## config.mk

```make
export PLATFORM = sky130hd
export DESIGN_NAME = serial_fifo_ctrl
export DESIGN_NICKNAME = d
export VERILOG_FILES = /design/src/rtl/serial_fifo_ctrl_pkg.sv /design/src/rtl/serial_fifo_ctrl_sync_fifo.sv /design/src/rtl/serial_fifo_ctrl.sv
export SDC_FILE = /design/constraint.sdc
export NUM_CORES = 1
export LEC_CHECK = 0
export CORE_MARGIN = 10
export CORE_UTILIZATION = 59
export DETAILED_ROUTE_END_ITERATION = 8
export GPL_TIMING_DRIVEN = 0
export PLACE_DENSITY = 0.8
export SETUP_SLACK_MARGIN = 0.1
export SLEW_MARGIN = 20
export SYNTH_ARGS = -nofsm -noshare
export SYNTH_HDL_FRONTEND = slang
export SYNTH_SLANG_ARGS = --single-unit
export TNS_END_PERCENT = 30
```

## constraint.sdc

```tcl
create_clock -name clk -period 3.5 [get_ports clk]
set_clock_uncertainty 0.2 [all_clocks]
set_input_delay 0.7 -clock clk [delete_from_list [all_inputs] [get_ports clk]]
set_output_delay 0.7 -clock clk [all_outputs]
set_load 0.01 [all_outputs]
```

## src/rtl/serial_fifo_ctrl_pkg.sv

```systemverilog
// Shared register-map codes, bit positions and TX FSM states for serial_fifo_ctrl.
// Latency: n/a (constants, types and one pure helper function).
// Backpressure: n/a.
package serial_fifo_ctrl_pkg;

  // Register select codes (addr[3:2])
  localparam logic [1:0] REG_DATA    = 2'd0;
  localparam logic [1:0] REG_STATUS  = 2'd1;
  localparam logic [1:0] REG_CONTROL = 2'd2;
  localparam logic [1:0] REG_COUNT   = 2'd3;

  // STATUS bit positions
  localparam int ST_TX_READY = 0;
  localparam int ST_RX_AVAIL = 1;
  localparam int ST_RX_OVR   = 2;
  localparam int ST_TX_OVF   = 3;
  localparam int ST_TX_IDLE  = 4;

  // CONTROL bit positions
  localparam int CT_RX_INT_EN  = 0;
  localparam int CT_TX_INT_EN  = 1;
  localparam int CT_RX_FLUSH   = 2;
  localparam int CT_TX_FLUSH   = 3;
  localparam int CT_THRESH_LSB = 8;

  typedef enum logic [1:0] {
    TX_IDLE      = 2'd0,
    TX_LAUNCH    = 2'd1,
    TX_WAIT_BUSY = 2'd2,
    TX_WAIT_DONE = 2'd3
  } tx_state_e;

  // A threshold of zero would make the RX interrupt permanently asserted; treat it as one.
  function automatic logic [7:0] eff_thresh(input logic [7:0] t);
    return (t == 8'd0) ? 8'd1 : t;
  endfunction

endpackage

```

## src/rtl/serial_fifo_ctrl_sync_fifo.sv

```systemverilog
// Synchronous FIFO with push/pop/flush, occupancy count and combinational head.
// Latency: push visible at head/count one edge later; head is combinational from read pointer.
// Backpressure: push on full accepted only when a real pop happens the same edge; pop on empty ignored; flush wins.
//
// Ports:
//   clk, rst          clock, asynchronous active-high reset
//   push_i, data_i    write request and data
//   pop_i             read request (head_o is the value being popped)
//   flush_i           empty the FIFO this edge, discarding concurrent push/pop
//   head_o            oldest entry (undefined while empty)
//   count_o           occupancy, 0..DEPTH
//   full_o, empty_o   status
module serial_fifo_ctrl_sync_fifo #(
  parameter int WIDTH = 8,
  parameter int DEPTH = 16,
  localparam int AW = $clog2(DEPTH),
  localparam int CW = AW + 1
) (
  input  logic             clk,
  input  logic             rst,
  input  logic             push_i,
  input  logic [WIDTH-1:0] data_i,
  input  logic             pop_i,
  input  logic             flush_i,
  output logic [WIDTH-1:0] head_o,
  output logic [CW-1:0]    count_o,
  output logic             full_o,
  output logic             empty_o
);

  logic [WIDTH-1:0] mem_q [DEPTH];
  logic [AW-1:0]    wptr_q;
  logic [AW-1:0]    rptr_q;
  logic [CW-1:0]    count_q;
  logic             pop_ok;
  logic             push_ok;

  assign empty_o = (count_q == '0);
  assign full_o  = (count_q == CW'(DEPTH));
  assign count_o = count_q;
  assign head_o  = mem_q[rptr_q];

  // A pop frees a slot this edge, so a push onto a full FIFO can still land.
  assign pop_ok  = pop_i & ~empty_o;
  assign push_ok = push_i & (~full_o | pop_ok);

  always_ff @(posedge clk or posedge rst) begin
    if (rst) begin
      wptr_q  <= '0;
      rptr_q  <= '0;
      count_q <= '0;
    end else if (flush_i) begin
      wptr_q  <= '0;
      rptr_q  <= '0;
      count_q <= '0;
    end else begin
      if (push_ok) wptr_q <= wptr_q + AW'(1);
      if (pop_ok)  rptr_q <= rptr_q + AW'(1);
      if (push_ok && !pop_ok)      count_q <= count_q + CW'(1);
      else if (!push_ok && pop_ok) count_q <= count_q - CW'(1);
    end
  end

  // Storage carries no reset; pointers and count define what is valid.
  always_ff @(posedge clk) begin
    if (push_ok && !flush_i) mem_q[wptr_q] <= data_i;
  end

endmodule

```

## src/rtl/serial_fifo_ctrl.sv

```systemverilog
// Serial (COM) controller: CPU register map over RX/TX FIFOs, sticky errors, RX threshold interrupt, TX launch FSM.
// Latency: register reads combinational; side effects at edge; int_o registered (1 cycle); launch 1 cycle after TX data present.
// Backpressure: RX full drops bytes (rxOvr), TX full drops CPU writes (txOvf); FSM waits for txdBusy_i low before launching.
//
// Ports:
//   clk, rst                               clock (clk25), asynchronous active-high reset
//   enable_i, readEnable_i, regSel_i       CPU access strobe, direction, register select
//   dataSave_i / dataLoad_o                CPU write data / read data (combinational)
//   int_o                                  registered interrupt request
//   rxdReady_i, rxdData_i                  byte from async_receiver
//   txdBusy_i, txdStart_o, txdData_o       handshake and byte to async_transmitter
module serial_fifo_ctrl #(
  parameter int FIFO_DEPTH = 16
) (
  input  logic        clk,
  input  logic        rst,
  input  logic        enable_i,
  input  logic        readEnable_i,
  input  logic [1:0]  regSel_i,
  input  logic [31:0] dataSave_i,
  output logic [31:0] dataLoad_o,
  output logic        int_o,
  input  logic        rxdReady_i,
  input  logic [7:0]  rxdData_i,
  input  logic        txdBusy_i,
  output logic        txdStart_o,
  output logic [7:0]  txdData_o
);

  import serial_fifo_ctrl_pkg::*;

  localparam int CNT_W = $clog2(FIFO_DEPTH) + 1;

  logic             rd_acc, wr_acc;
  logic             data_rd, data_wr, status_wr, control_wr;
  logic             rx_flush, tx_flush;
  logic [7:0]       rx_head, tx_head;
  logic [CNT_W-1:0] rx_count, tx_count;
  logic             rx_full, rx_empty, tx_full, tx_empty;
  logic             tx_launch, tx_idle;
  logic             rx_ovr_set, tx_ovf_set;
  logic             int_d;
  logic             unused_hi;

  logic             rx_int_en_q, tx_int_en_q;
  logic [7:0]       rx_thresh_q;
  logic             rx_ovr_q, tx_ovf_q;
  logic             int_q;
  tx_state_e        state_q;
  logic             txd_start_q;
  logic [7:0]       txd_data_q;

  assign unused_hi = ^dataSave_i[31:16];

  assign rd_acc     = enable_i & readEnable_i;
  assign wr_acc     = enable_i & ~readEnable_i;
  assign data_rd    = rd_acc & (regSel_i == REG_DATA);
  assign data_wr    = wr_acc & (regSel_i == REG_DATA);
  assign status_wr  = wr_acc & (regSel_i == REG_STATUS);
  assign control_wr = wr_acc & (regSel_i == REG_CONTROL);
  assign rx_flush   = control_wr & dataSave_i[CT_RX_FLUSH];
  assign tx_flush   = control_wr & dataSave_i[CT_TX_FLUSH];

  serial_fifo_ctrl_sync_fifo #(.WIDTH(8), .DEPTH(FIFO_DEPTH)) u_rx_fifo (
    .clk     (clk),
    .rst     (rst),
    .push_i  (rxdReady_i),
    .data_i  (rxdData_i),
    .pop_i   (data_rd),
    .flush_i (rx_flush),
    .head_o  (rx_head),
    .count_o (rx_count),
    .full_o  (rx_full),
    .empty_o (rx_empty)
  );

  serial_fifo_ctrl_sync_fifo #(.WIDTH(8), .DEPTH(FIFO_DEPTH)) u_tx_fifo (
    .clk     (clk),
    .rst     (rst),
    .push_i  (data_wr),
    .data_i  (dataSave_i[7:0]),
    .pop_i   (tx_launch),
    .flush_i (tx_flush),
    .head_o  (tx_head),
    .count_o (tx_count),
    .full_o  (tx_full),
    .empty_o (tx_empty)
  );

  // No launch on a flush edge: the popped byte would belong to a FIFO being emptied.
  assign tx_launch = (state_q == TX_IDLE) & ~tx_empty & ~txdBusy_i & ~tx_flush;
  assign tx_idle   = tx_empty & (state_q == TX_IDLE) & ~txdBusy_i;

  // Full implies non-empty, so a DATA read on a full RX FIFO always frees the slot.
  assign rx_ovr_set = rxdReady_i & rx_full & ~data_rd & ~rx_flush;
  assign tx_ovf_set = data_wr & tx_full & ~tx_launch;

  assign int_d = (rx_int_en_q & (32'(rx_count) >= 32'(eff_thresh(rx_thresh_q))))
               | (tx_int_en_q & tx_idle)
               | rx_ovr_q;

  // Control register, sticky flags (set beats W1C on the same edge), interrupt.
  always_ff @(posedge clk or posedge rst) begin
    if (rst) begin
      rx_int_en_q <= 1'b1;
      tx_int_en_q <= 1'b0;
      rx_thresh_q <= 8'd1;
      rx_ovr_q    <= 1'b0;
      tx_ovf_q    <= 1'b0;
      int_q       <= 1'b0;
    end else begin
      if (control_wr) begin
        rx_int_en_q <= dataSave_i[CT_RX_INT_EN];
        tx_int_en_q <= dataSave_i[CT_TX_INT_EN];
        rx_thresh_q <= dataSave_i[CT_THRESH_LSB +: 8];
      end
      if (rx_ovr_set)                                rx_ovr_q <= 1'b1;
      else if (status_wr && dataSave_i[ST_RX_OVR])   rx_ovr_q <= 1'b0;
      if (tx_ovf_set)                                tx_ovf_q <= 1'b1;
      else if (status_wr && dataSave_i[ST_TX_OVF])   tx_ovf_q <= 1'b0;
      int_q <= int_d;
    end
  end

  // TX launch FSM: the start pulse is the LAUNCH state itself, so one pulse per frame.
  always_ff @(posedge clk or posedge rst) begin
    if (rst) begin
      state_q     <= TX_IDLE;
      txd_start_q <= 1'b0;
      txd_data_q  <= 8'h00;
    end else begin
      txd_start_q <= 1'b0;
      case (state_q)
        TX_IDLE: begin
          if (tx_launch) begin
            state_q     <= TX_LAUNCH;
            txd_start_q <= 1'b1;
            txd_data_q  <= tx_head;
          end
        end
        TX_LAUNCH:    state_q <= TX_WAIT_BUSY;
        TX_WAIT_BUSY: if (txdBusy_i)  state_q <= TX_WAIT_DONE;
        TX_WAIT_DONE: if (!txdBusy_i) state_q <= TX_IDLE;
        default:      state_q <= TX_IDLE;
      endcase
    end
  end

  always_comb begin
    dataLoad_o = '0;
    case (regSel_i)
      REG_DATA: begin
        if (!rx_empty) dataLoad_o[7:0] = rx_head;
      end
      REG_STATUS: begin
        dataLoad_o[ST_TX_READY] = ~tx_full;
        dataLoad_o[ST_RX_AVAIL] = ~rx_empty;
        dataLoad_o[ST_RX_OVR]   = rx_ovr_q;
        dataLoad_o[ST_TX_OVF]   = tx_ovf_q;
        dataLoad_o[ST_TX_IDLE]  = tx_idle;
      end
      REG_CONTROL: begin
        dataLoad_o[CT_RX_INT_EN]            = rx_int_en_q;
        dataLoad_o[CT_TX_INT_EN]            = tx_int_en_q;
        dataLoad_o[CT_THRESH_LSB +: 8]      = rx_thresh_q;
      end
      REG_COUNT: begin
        dataLoad_o[CNT_W-1:0]   = tx_count;
        dataLoad_o[16 +: CNT_W] = rx_count;
      end
      default: dataLoad_o = '0;
    endcase
  end

  assign int_o      = int_q;
  assign txdStart_o = txd_start_q;
  assign txdData_o  = txd_data_q;

endmodule
```

Word-level counts from Yosys, hierarchy flattened:

Memories as Yosys holds them, arrays and structs flattened. A register that Yosys moved wholly into a read port is not among the register bits.
Index checks and enable logic that the tools add are counted.
W data, S select, Z words.

* add/sub/neg operators: 8
* reductions and logical operators: 29
* mux-type cells: 35
* equal/unequal tests: 11
* bitwise logic cells: 38
* order comparisons: 1

Operators by type and width (number)
* $mux W5: 7
* $mux W4: 8
* $and A1 B1 Y1: 24
* $mux W8: 3
* $add A4 B1 Y4 const B: 4
* $pmux W2 S4: 2
* $reduce_bool A2 Y1: 6
* $add A5 B1 Y5 const B: 2
* $eq A5 B5 Y1 const B: 2
* $logic_not A5 Y1: 2
* $mux W1: 10
* $not A1 Y1: 10
* $sub A5 B1 Y5 const B: 2
* $pmux W3 S3: 1
* $eq A2 B2 Y1 const B: 4
* $ge A5 B8 Y1: 1
* $logic_and A1 B1 Y1: 8
* $logic_not A8 Y1: 1
* $logic_not A1 Y1: 6
* $mux W2: 3
* $ne A2 B2 Y1 const B: 3
* $reduce_bool A3 Y1: 2
* $eq A2 B1 Y1 const B: 2
* $logic_not A2 Y1: 2
* 4 further kinds: 7

* logic and storage cells: 138
* memories kept: 2
* RAM bits: 256
* bits of input ports: 48
* bits in registers: 42

Memories
* u_rx_fifo.mem_q: depth 16, bits a word 8, read ports 1, clocked after memory_dff 0, wr ports 1, line serial_fifo_ctrl_sync_fifo.sv:31 `logic [WIDTH-1:0] mem_q [DEPTH];`
* u_tx_fifo.mem_q: depth 16, bits a word 8, read ports 1, clocked after memory_dff 1, wr ports 1, line serial_fifo_ctrl_sync_fifo.sv:31

Depth between registers and ports, before layout:

* word-level depth: 14
* depth in mapped cells: 11
* depth with buffers taken out: 11

Cells and area by module:

Synthesis repeated with hierarchy kept, for this count alone.

* cells, all modules: 833
* area, all modules: 13250.2 sq um

By module, submodules not included
* serial_fifo_ctrl_sync_fifo: area each 5826.8 sq um, cells each 338, seq. area each 4169.0 sq um, instances 2
* serial_fifo_ctrl: area each 1596.5 sq um, cells each 157, seq. area each 603.1 sq um, instances 1

Least setup slack after synthesis:

No wires, ideal clock.

* path type: input to register
* start point: in regSel_i[1]
* end point: reg u_tx_fifo.count_q[4] (netlist: u_tx_fifo.count_o[4])
* stages on the path: 10
* slack: 84 ps
* buffers on the path: 1
* arrival time: 3080 ps
* library setup time: 136 ps
* cells stage by stage: or4b_1 -> buf_2 -> a21oi_1 -> nand2_1 -> fa_1 -> a21o_1 -> a21oi_1 -> mux2i_1 -> o32a_1 -> a21oi_1

* longest elaborated chain between the ends: 11

RTL lines
* start: declaration: line serial_fifo_ctrl.sv:19 `input logic [1:0] regSel_i,`
* $eq A2 B2 Y1: line serial_fifo_ctrl.sv:60 `assign control_wr = wr_acc & (regSel_i == REG_CONTROL);`
* $and A1 B1 Y1: line serial_fifo_ctrl.sv:60
* $and A1 B1 Y1: line serial_fifo_ctrl.sv:62 `assign tx_flush = control_wr & dataSave_i[CT_TX_FLUSH];`
* $not A1 Y1: line serial_fifo_ctrl.sv:91 `assign tx_launch = (state_q == TX_IDLE) & ~tx_empty & ~txdBusy_i & ~tx_flush;`
* $and A1 B1 Y1: line serial_fifo_ctrl.sv:91
* $and A1 B1 Y1: line serial_fifo_ctrl_sync_fifo.sv:44 `assign pop_ok = pop_i & ~empty_o;`
* $or A1 B1 Y1: line serial_fifo_ctrl_sync_fifo.sv:45 `assign push_ok = push_i & (~full_o | pop_ok);`
* $and A1 B1 Y1: line serial_fifo_ctrl_sync_fifo.sv:45
* $logic_and A1 B1 Y1 or $logic_not A1 Y1 (tied branches): line serial_fifo_ctrl_sync_fifo.sv:59, serial_fifo_ctrl_sync_fifo.sv:60
* $mux W5 or $logic_and A1 B1 Y1 (tied branches): line serial_fifo_ctrl_sync_fifo.sv:59, serial_fifo_ctrl_sync_fifo.sv:60
* $mux W5 or $reduce_bool A3 Y1 (tied branches)
* end signal: assignment: line serial_fifo_ctrl_sync_fifo.sv:59 `if (push_ok && !pop_ok) count_q <= count_q + CW'(1);`
* end signal: assignment: line serial_fifo_ctrl_sync_fifo.sv:60 `else if (!push_ok && pop_ok) count_q <= count_q - CW'(1);`
* end: declaration: line serial_fifo_ctrl_sync_fifo.sv:34 `logic [CW-1:0] count_q;`

Several ways; a longest one is shown, not always the timed one.
A chain may end at the register's enable or synchronous reset.

Final worst setup path:

* start point: reg u_rx_fifo.rptr_q[0]
* end point: out dataLoad_o[2]

* longest elaborated chain between the ends: 3

RTL lines
* start: declaration: line serial_fifo_ctrl_sync_fifo.sv:33 `logic [AW-1:0] rptr_q;`
* start signal: assignment: line serial_fifo_ctrl_sync_fifo.sv:58 `if (pop_ok) rptr_q <= rptr_q + AW'(1);`
* $mem_v2 Z16 W8
* $mux W8: line serial_fifo_ctrl.sv:153 `if (!rx_empty) dataLoad_o[7:0] = rx_head;`
* $pmux W3 S3: line serial_fifo_ctrl.sv:151 `case (regSel_i)`
* end: declaration: line serial_fifo_ctrl.sv:21 `output logic [31:0] dataLoad_o,`

Every way passes these cells.

==> impl_table.tex <==
\begin{tabular}{lr}
\hline
Metric & Value \\
\hline
\multicolumn{2}{l}{\textbf{Status}} \\
Status & complete, but fails checks \\
Violations in the final reports & setup timing \\
\multicolumn{2}{l}{\textbf{Clock tree}} \\
Number of buffers added by the clock tree synthesis step & 30 \\
Number of H-tree levels & 1 \\
Clock network latency to the later pin of the worst-skew pair & 0.56 ns \\
Clock-pin slew of the registers on the worst-case setup and hold paths & $\sim$0.060 ns \\
Clock sink count & between 300 and 400 \\
CTS tree & built \\
CTS root buffer & clkbuf\_16 \\
Worst-case clock buffer depth & 3 \\
\multicolumn{2}{l}{\textbf{STA}} \\
Min setup slack post-route & -0.0413 ns \\
Headroom to the max-slew limit & 34.9\% \\
Final setup vio count & 3 \\
Maximum achievable frequency & 282 MHz \\
Number of hold violations in the final report & 0 \\
Count of pins over their slew limit & 0 \\
Worst Hold Margin & 0.295 ns \\
Setup repair after global routing missed its margin & yes \\
Final period util & 101\% \\
Final period demand of the worst path & 3.54 ns \\
Worst slew pin tran & about 0.97 ns \\
\multicolumn{2}{l}{\textbf{Pwr}} \\
P per Cell Area & 760 mW/mm\^{}2 \\
Cell internal power dissipation & 8.30 mW \\
Register share of total power & roughly two fifths \\
Clock network power share & 28.5\% \\
Pleak & 5.52 nW \\
Pwr Total & roughly 12 mW \\
Net switching power & about 3.6 mW \\
Sw Ratio & a little under a third \\
Proportion of power drawn by combinational gates & about 33\% \\
Largest vdd supply drop & $\sim$0.53 mV \\
\multicolumn{2}{l}{\textbf{Floorplan}} \\
Placeable core area & 0.0219 sq mm \\
Height of the chip & around 170 um \\
Number of I/O pins & 90 \\
Area of the die & approximately 0.029 sq mm \\
Starting density of the core & roughly three fifths \\
Core Rows & between 50 and 60 \\
Die boundary width & 169 um \\
\multicolumn{2}{l}{\textbf{Final layout}} \\
Antenna diode instance count & 0 \\
Filler cell count & between 1000 and 1500 \\
Synthesis-to-layout area growth & 19.3\% \\
Area occupied by multi-input gates & 0.00407 sq mm \\
Net count reported at finish & a little under 1000 \\
Fraction of final layout cells sized beyond drive strength 1 & 26.9\% \\
Final core area utilization & 71.6\% \\
Finished Layout Cells & $\sim$1200 \\
Summed area of non-filler cells in the final layout & roughly 0.016 sq mm \\
Area taken by flip-flops and latches & roughly 0.009 sq mm \\
\multicolumn{2}{l}{\textbf{Route}} \\
Antenna Violating Nets Remaining & 0 \\
Number of iterations in the first detailed-routing pass & 5 \\
Post-route DRC violation count & 0 \\
Number of design-rule violations left by the first detailed-router iteration & between 700 and 800 \\
Detail-routed via count per cell & around 6.2 \\
Via count & between 7000 and 8000 \\
Routed wire per std cell & around 24 um \\
Routed wire length & a little under 30000 um \\
\multicolumn{2}{l}{\textbf{GRT}} \\
Antenna violations before repair & 0 \\
Global-route wire length before repair & approximately 45000 um \\
Gr usage total & approximately a fifth \\
Overflow after GRT & 0 \\
Largest net degree at the start of global routing & 28 \\
Via count of the first global-routing pass & just under 8000 \\
\multicolumn{2}{l}{\textbf{Placed design}} \\
RePlAce Congestion & approximately 0.86 \\
IO buf count & a little over 60 \\
Placed Instances & $\sim$1100 \\
Area of placed instances & about 0.014 sq mm \\
Sum of net half-perimeters after detailed placement & between 15000 and 20000 um \\
\multicolumn{2}{l}{\textbf{Run}} \\
Max-cap check violation count & 0 \\
\multicolumn{2}{l}{\textbf{Worst setup path}} \\
Max FO, Critical Path & 6 \\
Crit start category & flip-flop \\
Endpoint arrival time on the critical path & roughly 2.6 ns \\
Crit path kind & flip-flop to output port \\
Type of destination of the critical path & output port \\
Worst endpoint required time & approximately 2.6 ns \\
\multicolumn{2}{l}{\textbf{Synth}} \\
Post-synth ARST share & 16.3\% \\
Synth Instances & 766 \\
Post-synth EDFFs & between 200 and 300 \\
Summed instance area of the synthesized netlist & between 0.01 and 0.015 sq mm \\
Yosys cell types & 63 \\
Leading register cell type out of synthesis & edfxtp\_1 \\
Count of warnings emitted by yosys & 0 \\
Post-synthesis area per instance & about 17 sq um \\
Share of synthesized area occupied by flip-flops and latches & about 70\% \\
Flops \& latches, synth & just over 300 \\
\multicolumn{2}{l}{\textbf{Worst hold path}} \\
Hold Crit Class & flip-flop to flip-flop \\
\hline
\end{tabular}
## worst paths after layout
| check | end | slack [ns] | start | depth (start not counted) |
|---|---|---|---|---|
| worst max-delay path | dataLoad_o[2] | -0.04 | u_rx_fifo.rptr_q[0] | 7 |
| worst min-delay path | tx_ovf_q | 0.30 | tx_ovf_q | 2 |
| worst max register to register | u_tx_fifo.count_o[4] | 0.38 | u_tx_fifo.count_o[0] | 9 |
| worst min register to register | tx_ovf_q | 0.30 | tx_ovf_q | 2 |
| max in group asynchronous | txdData_o[7] | 2.22 | rst | 3 |
| min in group asynchronous | rx_thresh_q[4] | 0.33 | rst | 2 |
## power groups by stage
stage,clock network [mW],registers [mW],logic [mW]
after floorplan,0,4.65,2.37
after global placement,0,4.67,3.23
after detailed placement,0,4.70,3.43
after CTS,3.42,4.64,3.80
after global routing,3.58,4.68,4.17
final,3.40,4.65,3.87
## placed cells by master, fill, tap and decap left out, drive strengths merged, types with 6 or more instances in the layout
cell           Yosys  routed
clkinv             0       8
conb               1      11
and3               6       6
ha                26      26
nor4              10      10
o21ai             10      10
a211oi            14      14
nor2              36      36
inv               23      24
dfrtp             48      48
nand3              9       9
mux2i             19      19
nor3               8       8
and2              24      24
buf               31      63
mux4              64      64
clkdlybuf4s50      0      49
nor2b             18      18
a21oi             19      19
clkbuf            17      56
nand2             30      30
a21o               6       6
a31oi              8       8
edfxtp           256     256
xor2              12      12
mux2              20      20
## what timing repair did
| item | CTS | global route |
|---|---|---|
| buffers inserted | 11 | 2 |
| pin swaps | 6 | 4 |
| hold buffers | 0 | 0 |
| resized for setup | 79 | 11 |
| endpoints found under the setup margin | 17 | 101 |
| cloned | 1 | 0 |
## metrics by stage
step	setup TNS, ns	worst slack, ns
finish	-0.0823	-0.0413
global placement	-79.28	-0.988
detailed placement	-45.27	-0.656
global route	-0.437	-0.117
CTS	0	0.0149
floorplan	0	0.184
## state kept, by name, indices dropped and copies added, names as in the netlist
register / count
u_tx_fifo.rptr_q: 4
u_tx_fifo.wptr_q: 4
txdData_o: 8
u_rx_fifo.rptr_q: 4
u_tx_fifo.mem_q: 128
u_rx_fifo.count_o: 5
tx_ovf_q: 1
int_o: 1
rx_int_en_q: 1
txdStart_o: 1
rx_ovr_q: 1
u_tx_fifo.count_o: 5
rx_thresh_q: 8
tx_int_en_q: 1
u_rx_fifo.mem_q: 128
u_rx_fifo.wptr_q: 4
state_q: 2
## area by class of cell
class / instances / share of cell area, %
clock inverter: 16 / 1.37
buffer: 47 / 2.15
multi-input combinational: 399 / 26.0
sequential: 306 / 57.0
clock buffer: 40 / 5.36
inverter: 23 / 0.551
timing repair buffer: 86 / 5.32
tap: 280 / 2.23
## kinds of logic after synthesis
| group | count (synthesis) | synth area share (%) |
|---|---|---|
| multiplexers | 103 | 14.1 |
| XOR/XNOR | 16 | 1.07 |
| other | 1 | 0.0285 |
| flip-flops | 306 | 68.0 |
| buffers and inverters | 71 | 2.71 |
| AO/OA/AOI/OAI | 78 | 4.27 |
| AND/OR/NAND/NOR | 163 | 6.99 |
| adder cells (fa/ha/maj) | 28 | 2.78 |
## layer usage
layer	GRT usage, %	part of all wire (%)
met2	33.3	50
met5	0	0
met4	5.55	2.4
met1	26.8	39
met3	3.98	8.4
## Yosys cell counts, drive strengths merged (3+ instances only)
master,n,share of area (%)
edfxtp,256,58
mux4,64,11
dfrtp,48,9.1
nor2,36,1.1
buf,31,1.6
nand2,30,0.86
ha,26,2.5
and2,24,1.1
inv,23,0.66
mux2,20,1.7
a21oi,19,0.72
mux2i,19,1.4
nor2b,18,0.86
clkbuf,17,0.49
a211oi,14,0.80
xor2,12,0.80
nor4,10,0.64
o21ai,10,0.38
nand3,9,0.34
a31oi,8,0.54
nor3,8,0.39
a21o,6,0.34
and3,6,0.29
a22oi,5,0.39
nand4,5,0.24
nor3b,5,0.29
xnor2,4,0.27
a221o,3,0.23
## worst max-delay path: stages (launching register included)
cell and delay (ns):
dfrtp_1 0.38, buf_6 0.18, buf_12 0.15, mux4_2 0.53, a22oi_2 0.23, a31oi_4 0.15, a221o_1 0.31, buf_2 0.15
No activity file was read; power rests on OpenSTA's default activity.
